<file path="config.mk">
export PLATFORM = sky130hd
export DESIGN_NAME = lcd_driver_flat
export DESIGN_NICKNAME = d
export VERILOG_FILES = /design/src/rtl/lcd_driver_if.sv /design/src/rtl/lcd_driver.sv /design/src/flat_wrapper.sv
export SDC_FILE = /design/constraint.sdc
export NUM_CORES = 1
export LEC_CHECK = 0
export BUFFER_PORTS_ARGS = -buffer_cell sky130_fd_sc_hd__clkbuf_2
export CAP_MARGIN = 5
export CORE_MARGIN = 2
export CORE_UTILIZATION = 40
export CTS_CLUSTER_SIZE = 40
export DETAILED_ROUTE_END_ITERATION = 6
export GPL_ROUTABILITY_DRIVEN = 0
export PLACE_DENSITY_LB_ADDON = 0.2
export SYNTH_ARGS = -nofsm -noshare
export SYNTH_HDL_FRONTEND = slang
export SYNTH_SLANG_ARGS = --single-unit
</file>
<file path="constraint.sdc">
create_clock -name clk -period 2.8 [get_ports clk]
set_input_delay 0.28 -clock clk [delete_from_list [all_inputs] [get_ports clk]]
set_output_delay 0.28 -clock clk [all_outputs]
set_load 0.02 [all_outputs]
</file>
<file path="src/rtl/lcd_driver_if.sv">
`default_nettype none
// ============================================================================
//  Module      : lcd_driver_if
//  Description : Mode/ROM/LCD-bus bundle between lcd_driver and its neighbours.
//  Revision    : 1.0 - initial release
// ============================================================================
interface lcd_driver_if;
    logic [1:0] mode_in;
    logic       ready;
    logic [1:0] rom_mode;
    logic [3:0] rom_cnt;
    logic [7:0] rom_data;
    logic       lcd_e;
    logic       lcd_rs;
    logic       lcd_rw;
    logic [7:0] lcd_db;

    modport master (
        input  mode_in, rom_data,
        output ready, rom_mode, rom_cnt, lcd_e, lcd_rs, lcd_rw, lcd_db
    );

    modport slave (
        output mode_in, rom_data,
        input  ready, rom_mode, rom_cnt, lcd_e, lcd_rs, lcd_rw, lcd_db
    );
endinterface
`default_nettype wire

</file>
<file path="src/rtl/lcd_driver.sv">
`default_nettype none
// ============================================================================
//  Module      : lcd_driver
//  Description : HD44780 16x2 driver; runs init, writes the mode title to line 1.
//                Optional macro LCD_REFRESH_EN adds a periodic idle rewrite.
//  Revision    : 1.0 - initial release
// ============================================================================
module lcd_driver #(
    parameter int TICK_DIV      = 50,
    parameter int POWERUP_TICKS = 400,
    parameter int CLEAR_TICKS   = 40,
    parameter int REFRESH_TICKS = 20000
) (
    input  logic         clk,
    input  logic         rst_n,
    lcd_driver_if.master bus
);
    localparam int DIV_W = (TICK_DIV > 1) ? $clog2(TICK_DIV) : 1;

    localparam logic [7:0] c_cmd_func_set = 8'h38;
    localparam logic [7:0] c_cmd_disp_on  = 8'h0C;
    localparam logic [7:0] c_cmd_entry    = 8'h06;
    localparam logic [7:0] c_cmd_clear    = 8'h01;
    localparam logic [7:0] c_cmd_addr     = 8'h80;

    typedef enum logic [3:0] {
        ST_PWR_WAIT = 4'd0,
        ST_FUNC_SET = 4'd1,
        ST_DISP_ON  = 4'd2,
        ST_ENTRY    = 4'd3,
        ST_CLEAR    = 4'd4,
        ST_CLR_WAIT = 4'd5,
        ST_ADDR     = 4'd6,
        ST_WRITE    = 4'd7,
        ST_IDLE     = 4'd8
    } state_t;

    if (TICK_DIV < 1 || POWERUP_TICKS < 1 || POWERUP_TICKS > 65536 ||
        CLEAR_TICKS < 1 || CLEAR_TICKS > 65536 ||
        REFRESH_TICKS < 1 || REFRESH_TICKS > 65536) begin : g_bad_params
        $error("lcd_driver: step counts out of range");
    end

    state_t           r_state, w_state_n;
    logic [1:0]       r_phase, w_phase_n;
    logic [15:0]      r_wait, w_wait_n;
    logic [DIV_W-1:0] r_div;
    logic             w_tick;
    logic             w_rewrite;
    logic [1:0]       r_rom_mode, w_rom_mode_n;
    logic [3:0]       r_rom_cnt, w_rom_cnt_n;
    logic             r_lcd_e, w_lcd_e_n;
    logic             r_lcd_rs, w_lcd_rs_n;
    logic [7:0]       r_lcd_db, w_lcd_db_n;
    logic             r_ready, w_ready_n;
`ifdef LCD_REFRESH_EN
    logic [15:0]      r_refresh, w_refresh_n;
`endif

    assign w_tick = (r_div == DIV_W'(TICK_DIV - 1));

    always_ff @(posedge clk) begin
        if (!rst_n)
            r_div <= '0;
        else if (w_tick)
            r_div <= '0;
        else
            r_div <= r_div + DIV_W'(1);
    end

    always_comb begin
        w_state_n    = r_state;
        w_phase_n    = r_phase;
        w_wait_n     = r_wait;
        w_rom_mode_n = r_rom_mode;
        w_rom_cnt_n  = r_rom_cnt;
        w_lcd_e_n    = r_lcd_e;
        w_lcd_rs_n   = r_lcd_rs;
        w_lcd_db_n   = r_lcd_db;
        w_ready_n    = r_ready;
        w_rewrite    = 1'b0;
`ifdef LCD_REFRESH_EN
        w_refresh_n  = r_refresh;
`endif
        // rom_cnt only advances at the S0 boundary, so the new character is
        // picked up during S0 and is settled before E rises.
        if (r_state == ST_WRITE && r_phase == 2'd0)
            w_lcd_db_n = bus.rom_data;

        if (w_tick) begin
            case (r_state)
                ST_PWR_WAIT: begin
                    if (r_wait == 16'(POWERUP_TICKS - 1)) begin
                        w_wait_n   = '0;
                        w_state_n  = ST_FUNC_SET;
                        w_lcd_rs_n = 1'b0;
                        w_lcd_db_n = c_cmd_func_set;
                    end else begin
                        w_wait_n = r_wait + 16'd1;
                    end
                end
                ST_CLR_WAIT: begin
                    if (r_wait == 16'(CLEAR_TICKS - 1)) begin
                        w_wait_n     = '0;
                        w_state_n    = ST_ADDR;
                        w_lcd_rs_n   = 1'b0;
                        w_lcd_db_n   = c_cmd_addr;
                        w_rom_cnt_n  = '0;
                        w_rom_mode_n = bus.mode_in;
                    end else begin
                        w_wait_n = r_wait + 16'd1;
                    end
                end
                ST_IDLE: begin
                    if (bus.mode_in != r_rom_mode) begin
                        w_rom_mode_n = bus.mode_in;
                        w_rewrite    = 1'b1;
                    end
`ifdef LCD_REFRESH_EN
                    else if (r_refresh == 16'(REFRESH_TICKS - 1)) begin
                        w_rewrite = 1'b1;
                    end
                    w_refresh_n = w_rewrite ? 16'd0 : r_refresh + 16'd1;
`endif
                    if (w_rewrite) begin
                        w_ready_n   = 1'b0;
                        w_state_n   = ST_ADDR;
                        w_lcd_rs_n  = 1'b0;
                        w_lcd_db_n  = c_cmd_addr;
                        w_rom_cnt_n = '0;
                    end
                end
                default: begin
                    // Byte-write states: S0 setup, S1 E high, S2 hold.
                    case (r_phase)
                        2'd0: begin
                            w_phase_n = 2'd1;
                            w_lcd_e_n = 1'b1;
                        end
                        2'd1: begin
                            w_phase_n = 2'd2;
                            w_lcd_e_n = 1'b0;
                        end
                        default: begin
                            w_phase_n = 2'd0;
                            case (r_state)
                                ST_FUNC_SET: begin
                                    w_state_n  = ST_DISP_ON;
                                    w_lcd_db_n = c_cmd_disp_on;
                                end
                                ST_DISP_ON: begin
                                    w_state_n  = ST_ENTRY;
                                    w_lcd_db_n = c_cmd_entry;
                                end
                                ST_ENTRY: begin
                                    w_state_n  = ST_CLEAR;
                                    w_lcd_db_n = c_cmd_clear;
                                end
                                ST_CLEAR: begin
                                    w_state_n = ST_CLR_WAIT;
                                end
                                ST_ADDR: begin
                                    w_state_n  = ST_WRITE;
                                    w_lcd_rs_n = 1'b1;
                                    w_lcd_db_n = bus.rom_data;
                                end
                                ST_WRITE: begin
                                    if (r_rom_cnt == 4'd15) begin
                                        w_state_n   = ST_IDLE;
                                        w_rom_cnt_n = '0;
                                        w_ready_n   = 1'b1;
                                    end else begin
                                        w_rom_cnt_n = r_rom_cnt + 4'd1;
                                    end
                                end
                                default: begin
                                    w_state_n = ST_PWR_WAIT;
                                end
                            endcase
                        end
                    endcase
                end
            endcase
        end
    end

    always_ff @(posedge clk) begin
        if (!rst_n) begin
            r_state    <= ST_PWR_WAIT;
            r_phase    <= 2'd0;
            r_wait     <= '0;
            r_rom_mode <= 2'b00;
            r_rom_cnt  <= '0;
            r_lcd_e    <= 1'b0;
            r_lcd_rs   <= 1'b0;
            r_lcd_db   <= '0;
            r_ready    <= 1'b0;
`ifdef LCD_REFRESH_EN
            r_refresh  <= '0;
`endif
        end else begin
            r_state    <= w_state_n;
            r_phase    <= w_phase_n;
            r_wait     <= w_wait_n;
            r_rom_mode <= w_rom_mode_n;
            r_rom_cnt  <= w_rom_cnt_n;
            r_lcd_e    <= w_lcd_e_n;
            r_lcd_rs   <= w_lcd_rs_n;
            r_lcd_db   <= w_lcd_db_n;
            r_ready    <= w_ready_n;
`ifdef LCD_REFRESH_EN
            r_refresh  <= w_refresh_n;
`endif
        end
    end

    assign bus.rom_mode = r_rom_mode;
    assign bus.rom_cnt  = r_rom_cnt;
    assign bus.lcd_e    = r_lcd_e;
    assign bus.lcd_rs   = r_lcd_rs;
    assign bus.lcd_rw   = 1'b0;
    assign bus.lcd_db   = r_lcd_db;
    assign bus.ready    = r_ready;

endmodule
`default_nettype wire

</file>
<file path="src/flat_wrapper.sv">
// flat-port wrapper written by rule: the top's interface ports become plain ports
module lcd_driver_flat 
#(
    parameter int TICK_DIV      = 50,
    parameter int POWERUP_TICKS = 400,
    parameter int CLEAR_TICKS   = 40,
    parameter int REFRESH_TICKS = 20000
)
  (clk, rst_n, bus_mode_in, bus_rom_data, bus_ready, bus_rom_mode, bus_rom_cnt, bus_lcd_e, bus_lcd_rs, bus_lcd_rw, bus_lcd_db);
  lcd_driver_if bus_i ();
  input  logic clk;
  input  logic rst_n;
  input wire logic [$bits(bus_i.mode_in)-1:0] bus_mode_in;
  input wire logic [$bits(bus_i.rom_data)-1:0] bus_rom_data;
  output wire logic [$bits(bus_i.ready)-1:0] bus_ready;
  output wire logic [$bits(bus_i.rom_mode)-1:0] bus_rom_mode;
  output wire logic [$bits(bus_i.rom_cnt)-1:0] bus_rom_cnt;
  output wire logic [$bits(bus_i.lcd_e)-1:0] bus_lcd_e;
  output wire logic [$bits(bus_i.lcd_rs)-1:0] bus_lcd_rs;
  output wire logic [$bits(bus_i.lcd_rw)-1:0] bus_lcd_rw;
  output wire logic [$bits(bus_i.lcd_db)-1:0] bus_lcd_db;
  assign bus_i.mode_in = bus_mode_in;
  assign bus_i.rom_data = bus_rom_data;
  assign bus_ready = bus_i.ready;
  assign bus_rom_mode = bus_i.rom_mode;
  assign bus_rom_cnt = bus_i.rom_cnt;
  assign bus_lcd_e = bus_i.lcd_e;
  assign bus_lcd_rs = bus_i.lcd_rs;
  assign bus_lcd_rw = bus_i.lcd_rw;
  assign bus_lcd_db = bus_i.lcd_db;
  lcd_driver #(.TICK_DIV(TICK_DIV), .POWERUP_TICKS(POWERUP_TICKS), .CLEAR_TICKS(CLEAR_TICKS), .REFRESH_TICKS(REFRESH_TICKS)) u_core (.clk(clk), .rst_n(rst_n), .bus(bus_i));
endmodule
</file>
== Word level (Yosys, flattened, before mapping) ==
Cells that the tools add are included.

* Word-level logic and storage cells: 103
* Register bits after elaboration: 45
* Output and inout bits: 18
* Input port bits: 12

* $add $sub $neg: 3
* Bitwise logic cells: 4
* Multiplexer cells: 42
* Equal/unequal tests: 22
* Reductions and logical operators: 22

{| class="wikitable"
|+ Operator list
! kind !! number
|-
| two-way mux 8 bit || 6
|-
| two-way mux 4 bit || 10
|-
| two-way mux 16 bit || 2
|-
| one-hot mux 16 bit (2 select lines) || 1
|-
| one-hot mux 8 bit (4 select lines) || 1
|-
| one-hot mux 4 bit (3 select lines) || 2
|-
| one-hot mux 4 bit (6 select lines) || 1
|-
| one-hot mux 8 bit (3 select lines) || 1
|-
| AND reduction 6 bit || 4
|-
| adder 16 x 1 -> 16 bit (second input constant) || 1
|-
| equality test 16 x 6 -> 1 bit (second input constant) || 1
|-
| equality test 16 x 9 -> 1 bit (second input constant) || 1
|-
| equality test 4 x 3 -> 1 bit (second input constant) || 4
|-
| two-way mux 1 bit || 11
|-
| nonzero test 2 bit || 5
|-
| equality test 4 x 2 -> 1 bit (second input constant) || 2
|-
| equality test 4 bit (second input constant) || 2
|-
| != test 2 x 1 -> 1 bit (second input constant) || 4
|-
| one-hot mux 2 bit (2 select lines) || 2
|-
| adder 6 x 1 -> 6 bit (second input constant) || 1
|-
| equality test 6 bit (second input constant) || 1
|-
| OR reduction 2 bit || 3
|-
| != test 5 bit (second input constant) || 1
|-
| adder 4 x 1 -> 4 bit (second input constant) || 1
|-
| 19 further kinds || 25
|}

== Logic depth before layout (Yosys ltp) ==
Gate-level depths: netlist of the first run.

* Word-level depth: 7
* Depth in mapped cells: 8
* Gate-level depth less buffers: 7

== Worst setup path before layout of the first run ==
No wires, ideal clock.

* Path kind: register -> register
* Start point: register u_core.r_state[0]
* End point: register u_core.r_wait[12]
* Buffers on the path: 2
* Stages on the path, launching flop included: 8
* Clock period less this slack: 2.070 ns
* Arrival time: 1.955 ns
* Required time: 2.685 ns
* Slack: 0.730 ns
* Setup time: 0.115 ns
* Cell sequence: dfxtp_1 buf_6 or4_4 a211oi_2 nand2_1 o21ai_2 buf_6 nor2_1

* Word-level cells in the longest chain between the ends: 3
* Elaborated cells between the ends (all ways): 5
* Those cells by class: eq/ne: 1; mux: 1; reduce/logical: 3

{| class="wikitable"
|+ Ends and longest elaborated chain
! element !! RTL line !! source
|-
| start: declaration || lcd_driver.sv:44 || <nowiki>state_t r_state, w_state_n;</nowiki>
|-
| start signal: assignment || lcd_driver.sv:202 || <nowiki>r_state <= w_state_n;</nowiki>
|-
| equality test 4 x 3 -> 1 bit / zero test 4 bit (equally long branches) || lcd_driver.sv:91 || <nowiki>case (r_state)</nowiki>
|-
| nonzero test 2 bit (no source line) || - ||
|-
| AND reduction 2 bit (no source line) || - ||
|-
| end signal: assignment || lcd_driver.sv:204 || <nowiki>r_wait <= w_wait_n;</nowiki>
|-
| end: declaration || lcd_driver.sv:46 || <nowiki>logic [15:0] r_wait, w_wait_n;</nowiki>
|}

Several ways; a longest one is shown, not always the timed one.
A chain may end at the register's enable or synchronous reset.

== Final worst setup path of the first run ==
* Start point: register u_core.r_wait[0]
* End point: register u_core.r_state[2]

* Word-level cells in the longest chain between the ends: 3
* Elaborated cells between the ends (all ways): 5
* Those cells by class: eq/ne: 4; reduce/logical: 1

{| class="wikitable"
|+ Ends and longest elaborated chain
! element !! RTL line
|-
| equality test 16 x 9 -> 1 bit / equality test 16 x 6 -> 1 bit (equally long branches) || lcd_driver.sv:93, lcd_driver.sv:103
|-
| != test 2 x 1 -> 1 bit (no source line) || -
|-
| AND reduction 6 bit (no source line) * || -
|}

Every way passes the cells marked *; elsewhere a longest branch is shown, timed or not.

==> metrics.json, run 1 <==
{
  "drt_wl_total": {"value": 6240, "unit": "um"},
  "diodes": {"value": 0},
  "timing.max_cap.violations": {"value": 0},
  "hold_vio_cnt_final": {"value": 0},
  "dr.max_layer_used": {"value": "met4"},
  "setup_repair_after_global_routing_missed_its_margin": {"value": "false"},
  "r2r-start": {"value": "u_core.r_wait[0]"},
  "post-route-drc-count": {"value": 4},
  "filler_cell_count": {"value": 659},
  "setup_total_negative_slack": {"value": 0, "unit": "ns"},
  "finalCritPeriodShare": {"value": 83.96, "unit": "%"},
  "drt_first_iter_violations": {"value": 145},
  "core": {"value": 6422, "unit": "um^2"},
  "post_route_cells_drive_above_1_share": {"value": 18.90, "unit": "%"},
  "pin_count_of_the_biggest_net_entering_global_routing": {"value": 20},
  "timing.slew.headroom": {"value": 60.83, "unit": "%"},
  "cp_slowest_stage_delay": {"value": 0.56, "unit": "ns"},
  "io-pin-count": {"value": 30},
  "synth_edf_count": {"value": 0},
  "grt_total_usage": {"value": 17.70, "unit": "%"},
  "netlist_instances": {"value": 316},
  "crit_path_top_delay_cell": {"value": "or4_4"},
  "cpMostUsedCell": {"value": "nand4_1"},
  "postSynthAreaPerCell": {"value": 8.465, "unit": "um^2"},
  "worstPathCellList": {"value": "ha_1 -> nor4bb_1 -> nand4_1 -> a21o_2 -> or4_4 -> nand4_1"},
  "clock_tree.buffer_depth": {"value": 2},
  "first_global_vias": {"value": 2233},
  "antenna_violating_nets_post_route": {"value": 0},
  "max_h_tree_level": {"value": 2},
  "min_from": {"value": "bus_rom_data[6]"},
  "hp-class": {"value": "input port to register"},
  "timing.critical_path.fanout_max": {"value": 9},
  "io_buffers": {"value": 28},
  "clock-sinks": {"value": 45},
  "violations": {"value": "design-rule violations"},
  "fp-row-count": {"value": 29},
  "cts.repair_timing.setup_buffer_count": {"value": 0},
  "final_period_minus_worst_setup_slack": {"value": 2.351, "unit": "ns"},
  "skew": {"value": 0.01027, "unit": "ns"},
  "most_frequently_used_flop_master_after_synthesis": {"value": "dfxtp_1"},
  "tightest_slew": {"value": 0.5813, "unit": "ns"},
  "synth_top_family_by_area": {"value": "simple AND/OR/NAND/NOR gates"},
  "worstSetupPathType": {"value": "register to register"},
  "die_area": {"value": 7358, "unit": "um^2"},
  "global_route.overflow_total": {"value": 0},
  "timing.final.setup_violations": {"value": 0},
  "final_common_cell": {"value": "dfxtp_1"},
  "syn_area": {"value": 2675, "unit": "um^2"},
  "dr_total_vias": {"value": 2331},
  "p_leak": {"value": 1.021, "unit": "nW"},
  "critPathLaunchType": {"value": "register"},
  "synth-xor-area-share": {"value": 6.876, "unit": "%"},
  "post_synth_mux_area_share": {"value": 3.414, "unit": "%"},
  "final_nets": {"value": 359},
  "peakVddDrop": {"value": 219.6, "unit": "uV"},
  "met3_length": {"value": 203, "unit": "um"},
  "synth_area_in_compound_gates": {"value": 17.35, "unit": "%"},
  "seq_area_frac_synth": {"value": 33.68, "unit": "%"},
  "post-place-ws": {"value": 0.4839, "unit": "ns"},
  "synthesis.yosys.warnings": {"value": 0},
  "postSynthRegisterBits": {"value": 45},
  "outcome": {"value": "complete, but fails checks"},
  "cts_hold_repair.buffers": {"value": 0},
  "layout.cells.most_common_list": {"value": "45 x dfxtp_1, 31 x nor2_1, 28 x clkbuf_2"},
  "routed_wire_length_per_instance": {"value": 14.82, "unit": "um"},
  "floorplan.initialDensity": {"value": 41.65, "unit": "%"},
  "wirelength_met1": {"value": 3183, "unit": "um"},
  "report.final.slew_viol_count": {"value": 0},
  "die_x": {"value": 85.78, "unit": "um"},
  "dr_wl_met2": {"value": 2790, "unit": "um"},
  "final_critical_path_setup_slack": {"value": 0.4491, "unit": "ns"},
  "drt_pre_antenna_iters": {"value": 7},
  "async_flop_share": {"value": 0, "unit": "%"},
  "powerDensity": {"value": 407.6, "unit": "nW/um^2"},
  "place_hpwl": {"value": 4595, "unit": "um"},
  "initial_antenna_violation_count": {"value": 0},
  "hold_ws": {"value": 0.2070, "unit": "ns"},
  "adder_cell_area_share_of_the_yosys_netlist": {"value": 1.871, "unit": "%"},
  "synth_cell_type_count": {"value": 66},
  "tritoncts": {"value": "built"},
  "fmaxAchievable": {"value": 425.4, "unit": "MHz"},
  "detail_route.vias_per_cell": {"value": 5.537},
  "die_height": {"value": 85.78, "unit": "um"},
  "grt_first_pass_wirelength": {"value": 10560, "unit": "um"},
  "syn2layout_area_growth": {"value": 10.71, "unit": "%"},
  "clkSlewWorstSetupHoldPaths": {"value": 0.10, "unit": "ns"},
  "critPathArrivalTime": {"value": 2.59, "unit": "ns"},
  "critical_path_required": {"value": 3.04, "unit": "ns"},
  "worst_skew_pair.late_latency": {"value": 0.31, "unit": "ns"},
  "simple_gate_portion_of_the_synthesized_area": {"value": 30.31, "unit": "%"},
  "critical_path.endpoint_type": {"value": "register"},
  "critical_path_buf_inv_count": {"value": 0},
  "clk_root_buffer_cell": {"value": "clkbuf_8"},
  "postSynthNetCount": {"value": 332},
  "critical_path.top_delay_family": {"value": "simple AND/OR/NAND/NOR gates"},
  "numCtsBuffers": {"value": 5},
  "critical_path.startpoint": {"value": "u_core.r_wait[0]"},
  "cts-resized-gates": {"value": 0}
}
==> kinds of logic after synthesis <==
family	after synthesis
AND/OR/NAND/NOR	140
flip-flops	45
XOR/XNOR	21
buffers and inverters	25
AO/OA/AOI/OAI	71
other	1
adder cells (fa/ha/maj)	4
multiplexers	9
==> routing by layer <==
layer	GRT usage (%)	vias to the layer above
met5	0	-
met4	5.339	0
met3	4.524	7
met2	27.70	38
met1	24.02	1081
li1	-	1205
==> registers in the layout, indices dropped and copies added, names as in the netlist <==
signal / count
u_core.bus.lcd_rs: 1
u_core.bus.rom_mode: 2
u_core.r_wait: 16
u_core.bus.rom_cnt: 4
u_core.r_div: 6
u_core.bus.ready: 1
u_core.bus.lcd_db: 8
u_core.r_state: 4
u_core.bus.lcd_e: 1
u_core.r_phase: 2
==> cell usage after synthesis (all sizes together) (4+ instances only) <==
cell	number	share of area, %
nor4	5	2.8
o22ai	5	1.2
nor3	13	2.4
a21oi	22	4.1
nor2	33	4.8
xnor2	18	5.9
nand2b	10	2.3
o31ai	4	1.1
and3	6	1.4
dfxtp	45	34
clkbuf	8	2.0
ha	4	1.9
nand4	9	2.1
nand3b	8	2.2
nand2	24	3.4
o311ai	4	1.3
nand3	13	2.4
inv	7	0.98
o21ai	15	2.9
buf	9	3.0
mux2i	8	3.0
==> through the flow <==
stage	utilization (%)	instances	power (mW)	instance area, um^2
final	46.11	421	1.207	2962
after global placement	44.26	413	0.7010	2843
after detailed placement	44.26	413	0.7014	2843
after CTS	46.11	421	1.221	2962
after floorplan	-	316	0.6892	2675
after global routing	46.11	421	1.249	2962
==> report_power, final <==
part / internal (mW) / leakage, nW / total (mW) / switching, mW
clock: 0.274 / 0.0603 / 0.521 / 0.247
combinational: 0.0147 / 0.598 / 0.0397 / 0.0250
sequential: 0.643 / 0.363 / 0.647 / 0.00345
==> cell type report <==
type,count,area [um^2],share of cell area [%]
inverters,7,26.28,0.8872
clock inverters,3,50.05,1.690
repair buffers,38,215.2,7.267
flip-flops and latches,45,900.9,30.42
well taps,77,96.34,3.253
multi-input cells,246,1604,54.16
clock buffers,5,68.82,2.324
==> worst min-delay path: stages <==
cell and delay [ns]:
clkbuf_2 0.07, o21ai_0 0.06, a21oi_1 0.06
==> path summary, 6_finish.rpt <==
kind / cells past startpoint / slack (ns) / to
worst max-delay path: 6 / 0.45 / u_core.r_state[2]
worst min-delay path: 3 / 0.21 / u_core.bus.lcd_db[6]
worst max register to register: 6 / 0.45 / u_core.r_state[2]
worst min register to register: 1 / 0.47 / u_core.r_div[0]
Power figures use the tool's default switching activity.
==> inputs of run 2 (changes only) <==
==> constraint.sdc (replaced) <==
create_clock -name clk -period 2 [get_ports clk]
set_input_delay 0.2 -clock clk [delete_from_list [all_inputs] [get_ports clk]]
set_output_delay 0.2 -clock clk [all_outputs]
set_load 0.02 [all_outputs]
==> metrics.json, run 2 (synthesis gave the netlist of run 1 again) <==
{
  "outcome": {"value": "complete, but fails checks"},
  "violations": {"value": "design-rule violations, negative setup slack"},
  "worst_skew_pair.late_latency": {"value": 0.31, "unit": "ns", "change": "about the same"},
  "filler_cell_count": {"value": 591, "change": "-10%"},
  "timing.slew.headroom": {"value": 65.83, "unit": "%", "change": "+5.0 points"},
  "max_h_tree_level": {"value": 2, "change": "unchanged"},
  "floorplan.initialDensity": {"value": 41.65, "unit": "%", "change": "unchanged"},
  "final_period_minus_worst_setup_slack": {"value": 2.032, "unit": "ns", "change": "-0.3190 ns"},
  "p_leak": {"value": 1.267, "unit": "nW", "change": "+24%"},
  "initial_antenna_violation_count": {"value": 0, "change": "unchanged"},
  "cp_slowest_stage_delay": {"value": 0.55, "unit": "ns", "change": "about the same"},
  "core": {"value": 6422, "unit": "um^2", "change": "unchanged"},
  "power.share.switching": {"value": 23.36, "unit": "%", "change": "+0.53 points"},
  "min_from": {"value": "bus_rom_data[6]"},
  "post-place-ws": {"value": -0.1128, "unit": "ns", "change": "-0.5968 ns"},
  "final_nets": {"value": 397, "change": "+11%"},
  "tightest_slew": {"value": 0.5119, "unit": "ns", "change": "-0.06946 ns"},
  "power.net_switching": {"value": 0.3995, "unit": "mW", "change": "+45%"},
  "die_height": {"value": 85.78, "unit": "um", "change": "unchanged"},
  "setup_total_negative_slack": {"value": -0.1021, "unit": "ns", "change": "-0.1021 ns"},
  "numCtsBuffers": {"value": 5, "change": "unchanged"},
  "drt_first_iter_violations": {"value": 190, "change": "+31%"},
  "die_x": {"value": 85.78, "unit": "um", "change": "unchanged"},
  "p_seq_share": {"value": 52.9, "unit": "%", "change": "-0.7 points"},
  "timing.final.setup_violations": {"value": 7, "change": "+7"},
  "finalCritPeriodShare": {"value": 101.6, "unit": "%", "change": "+18 points"},
  "final_cell_count_no_fill": {"value": 459, "change": "+9.0%"},
  "critical_path.startpoint": {"value": "u_core.r_wait[3]"},
  "antenna_violating_nets_post_route": {"value": 0, "change": "unchanged"},
  "largest_register": {"value": "u_core.r_wait"},
  "final_common_cell": {"value": "buf_4"},
  "io-pin-count": {"value": 30, "change": "unchanged"},
  "drt_wl_total": {"value": 6848, "unit": "um", "change": "+9.7%"},
  "share_of_total_power_in_combinational_logic": {"value": 3.8, "unit": "%", "change": "+0.5 points"},
  "hp-class": {"value": "input port to register"},
  "io_buffers": {"value": 28, "change": "unchanged"},
  "drt_pre_antenna_iters": {"value": 7, "change": "unchanged"},
  "routed_wire_length_per_instance": {"value": 14.92, "unit": "um", "change": "+0.66%"},
  "hold-path-cell-count": {"value": 3, "change": "unchanged"},
  "design_power_total": {"value": 1.710, "unit": "mW", "change": "+42%"},
  "powerDensity": {"value": 500.7, "unit": "nW/um^2", "change": "+23%"},
  "global_route.overflow_total": {"value": 0, "change": "unchanged"},
  "clock_tree.buffer_depth": {"value": 2, "change": "unchanged"},
  "post_route_cells_drive_above_1_share": {"value": 32.72, "unit": "%", "change": "+14 points"},
  "post-route-drc-count": {"value": 3, "change": "-1"},
  "clock-sinks": {"value": 45, "change": "unchanged"},
  "critical_path_required": {"value": 2.26, "unit": "ns", "change": "-0.78 ns"},
  "worstSetupPathType": {"value": "register to register"},
  "timing.max_cap.violations": {"value": 0, "change": "unchanged"},
  "intPower": {"value": 1.311, "unit": "mW", "change": "+41%"},
  "first_global_vias": {"value": 2451, "change": "+9.8%"},
  "timing.critical_path.fanout_max": {"value": 9, "change": "unchanged"},
  "largest_register_ff_count": {"value": 16, "change": "unchanged"},
  "layout.cells.most_common_list": {"value": "46 x buf_4, 42 x dfxtp_1, 31 x nor2_1"},
  "die_area": {"value": 7358, "unit": "um^2", "change": "unchanged"},
  "dp.cells": {"value": 448, "change": "+8.5%"},
  "worstPathCellList": {"value": "or4b_4 -> a211oi_4 -> o21ai_2 -> or4_4 -> nand4_1"},
  "fmaxAchievable": {"value": 492.2, "unit": "MHz", "change": "+16%"},
  "setup_repair_after_global_routing_missed_its_margin": {"value": "true"},
  "place_hpwl": {"value": 5032, "unit": "um", "change": "+9.5%"},
  "grt_first_pass_wirelength": {"value": 11520, "unit": "um", "change": "+9.1%"},
  "r2r_cells": {"value": 5, "change": "-1"},
  "critPathArrivalTime": {"value": 2.30, "unit": "ns", "change": "-0.29 ns"},
  "pin_count_of_the_biggest_net_entering_global_routing": {"value": 20, "change": "unchanged"},
  "clkSlewWorstSetupHoldPaths": {"value": 0.10, "unit": "ns", "change": "about the same"},
  "clk_root_buffer_cell": {"value": "clkbuf_8"},
  "fp-row-count": {"value": 29, "change": "unchanged"},
  "report.final.slew_viol_count": {"value": 0, "change": "unchanged"},
  "dr_total_vias": {"value": 2599, "change": "+11%"},
  "peakVddDrop": {"value": 393.9, "unit": "uV", "change": "+79%"},
  "r2r-start": {"value": "u_core.r_wait[3]"},
  "detail_route.vias_per_cell": {"value": 5.662, "change": "+2.3%"},
  "crit_path_top_delay_cell": {"value": "or4b_4"},
  "skew": {"value": 0.01109, "unit": "ns", "change": "+0.0008180 ns"},
  "tritoncts": {"value": "built"},
  "final_critical_path_setup_slack": {"value": -0.03185, "unit": "ns", "change": "-0.4810 ns"},
  "syn2layout_area_growth": {"value": 27.69, "unit": "%"},
  "grt_total_usage": {"value": 19.55, "unit": "%", "change": "+1.9 points"},
  "critical_path.endpoint_type": {"value": "register"},
  "cts_hold_repair.buffers": {"value": 0, "change": "unchanged"},
  "diodes": {"value": 0, "change": "unchanged"},
  "power.clock.fraction": {"value": 43.3, "unit": "%", "change": "+0.2 points"},
  "critPathLaunchType": {"value": "register"},
  "hold_vio_cnt_final": {"value": 0, "change": "unchanged"}
}
run 2: changes by cell type in the layout (fill, tap and decap cells not counted), moves of 3 or more:
cell,change
buf_4,+36
o21ai_0,-3
dfxtp_1,-3
nor3_2,+4
dfxtp_2,+3
nor3_1,-5
run 2: final cells by class:
| cell class | instances | area, um^2 | area share (%) |
|---|---|---|---|
| multi-input combinational | 246 | 1753 | 51.32 |
| sequential | 45 | 904.6 | 26.48 |
| timing repair buffer | 76 | 516.7 | 15.13 |
| tap | 77 | 96.34 | 2.821 |
| clock buffer | 5 | 68.82 | 2.015 |
| clock inverter | 3 | 50.05 | 1.465 |
| inverter | 7 | 26.28 | 0.7692 |
run 2: final timing paths:
kind	to	slack [ns]
setup reg to reg	u_core.r_state[2]	-0.03
hold / removal	u_core.bus.lcd_db[6]	0.14
hold reg to reg	u_core.bus.lcd_e	0.48
setup / recovery	u_core.r_state[2]	-0.03
run 2: critical path, delay by kind of cell, from the launching register on:
family | cells | cell delay [ns]
AOI/OAI and AO/OA | 2 | 0.47
DFF | 1 | 0.33
and+or+nand+nor | 3 | 1.18
run 2: power groups by stage:
stage	logic [mW]	registers, mW	clock network [mW]
detailed placement	0.0652	0.925	0
global placement	0.0646	0.926	0
global route	0.0751	0.905	0.790
floorplan	0.0402	0.925	0
CTS	0.0654	0.905	0.760
finish	0.0658	0.904	0.740
run 2: metrics by stage:
stage	util [%]	instance area, um^2	hold WS [ns]
floorplan	-	2710	0.3477
finish	53.19	3416	0.1383
global route	53.19	3416	0.1342
CTS	51.61	3314	0.1301
global placement	49.09	3153	0.4620
detailed placement	49.09	3153	0.4662
run 2: repair_timing:
item / CTS / global route
resized for setup: 7 / 23
buffers inserted: 2 / 1
endpoints found under the setup margin: 19 / 27
pin swaps: 2 / 4
run 2: per-layer routing:
metal / wire length, um / GRT usage, %
met4: 143 / 6.494
met3: 316 / 2.984
met5: 0 / 0
met1: 3327 / 27.35
met2: 3060 / 30.82
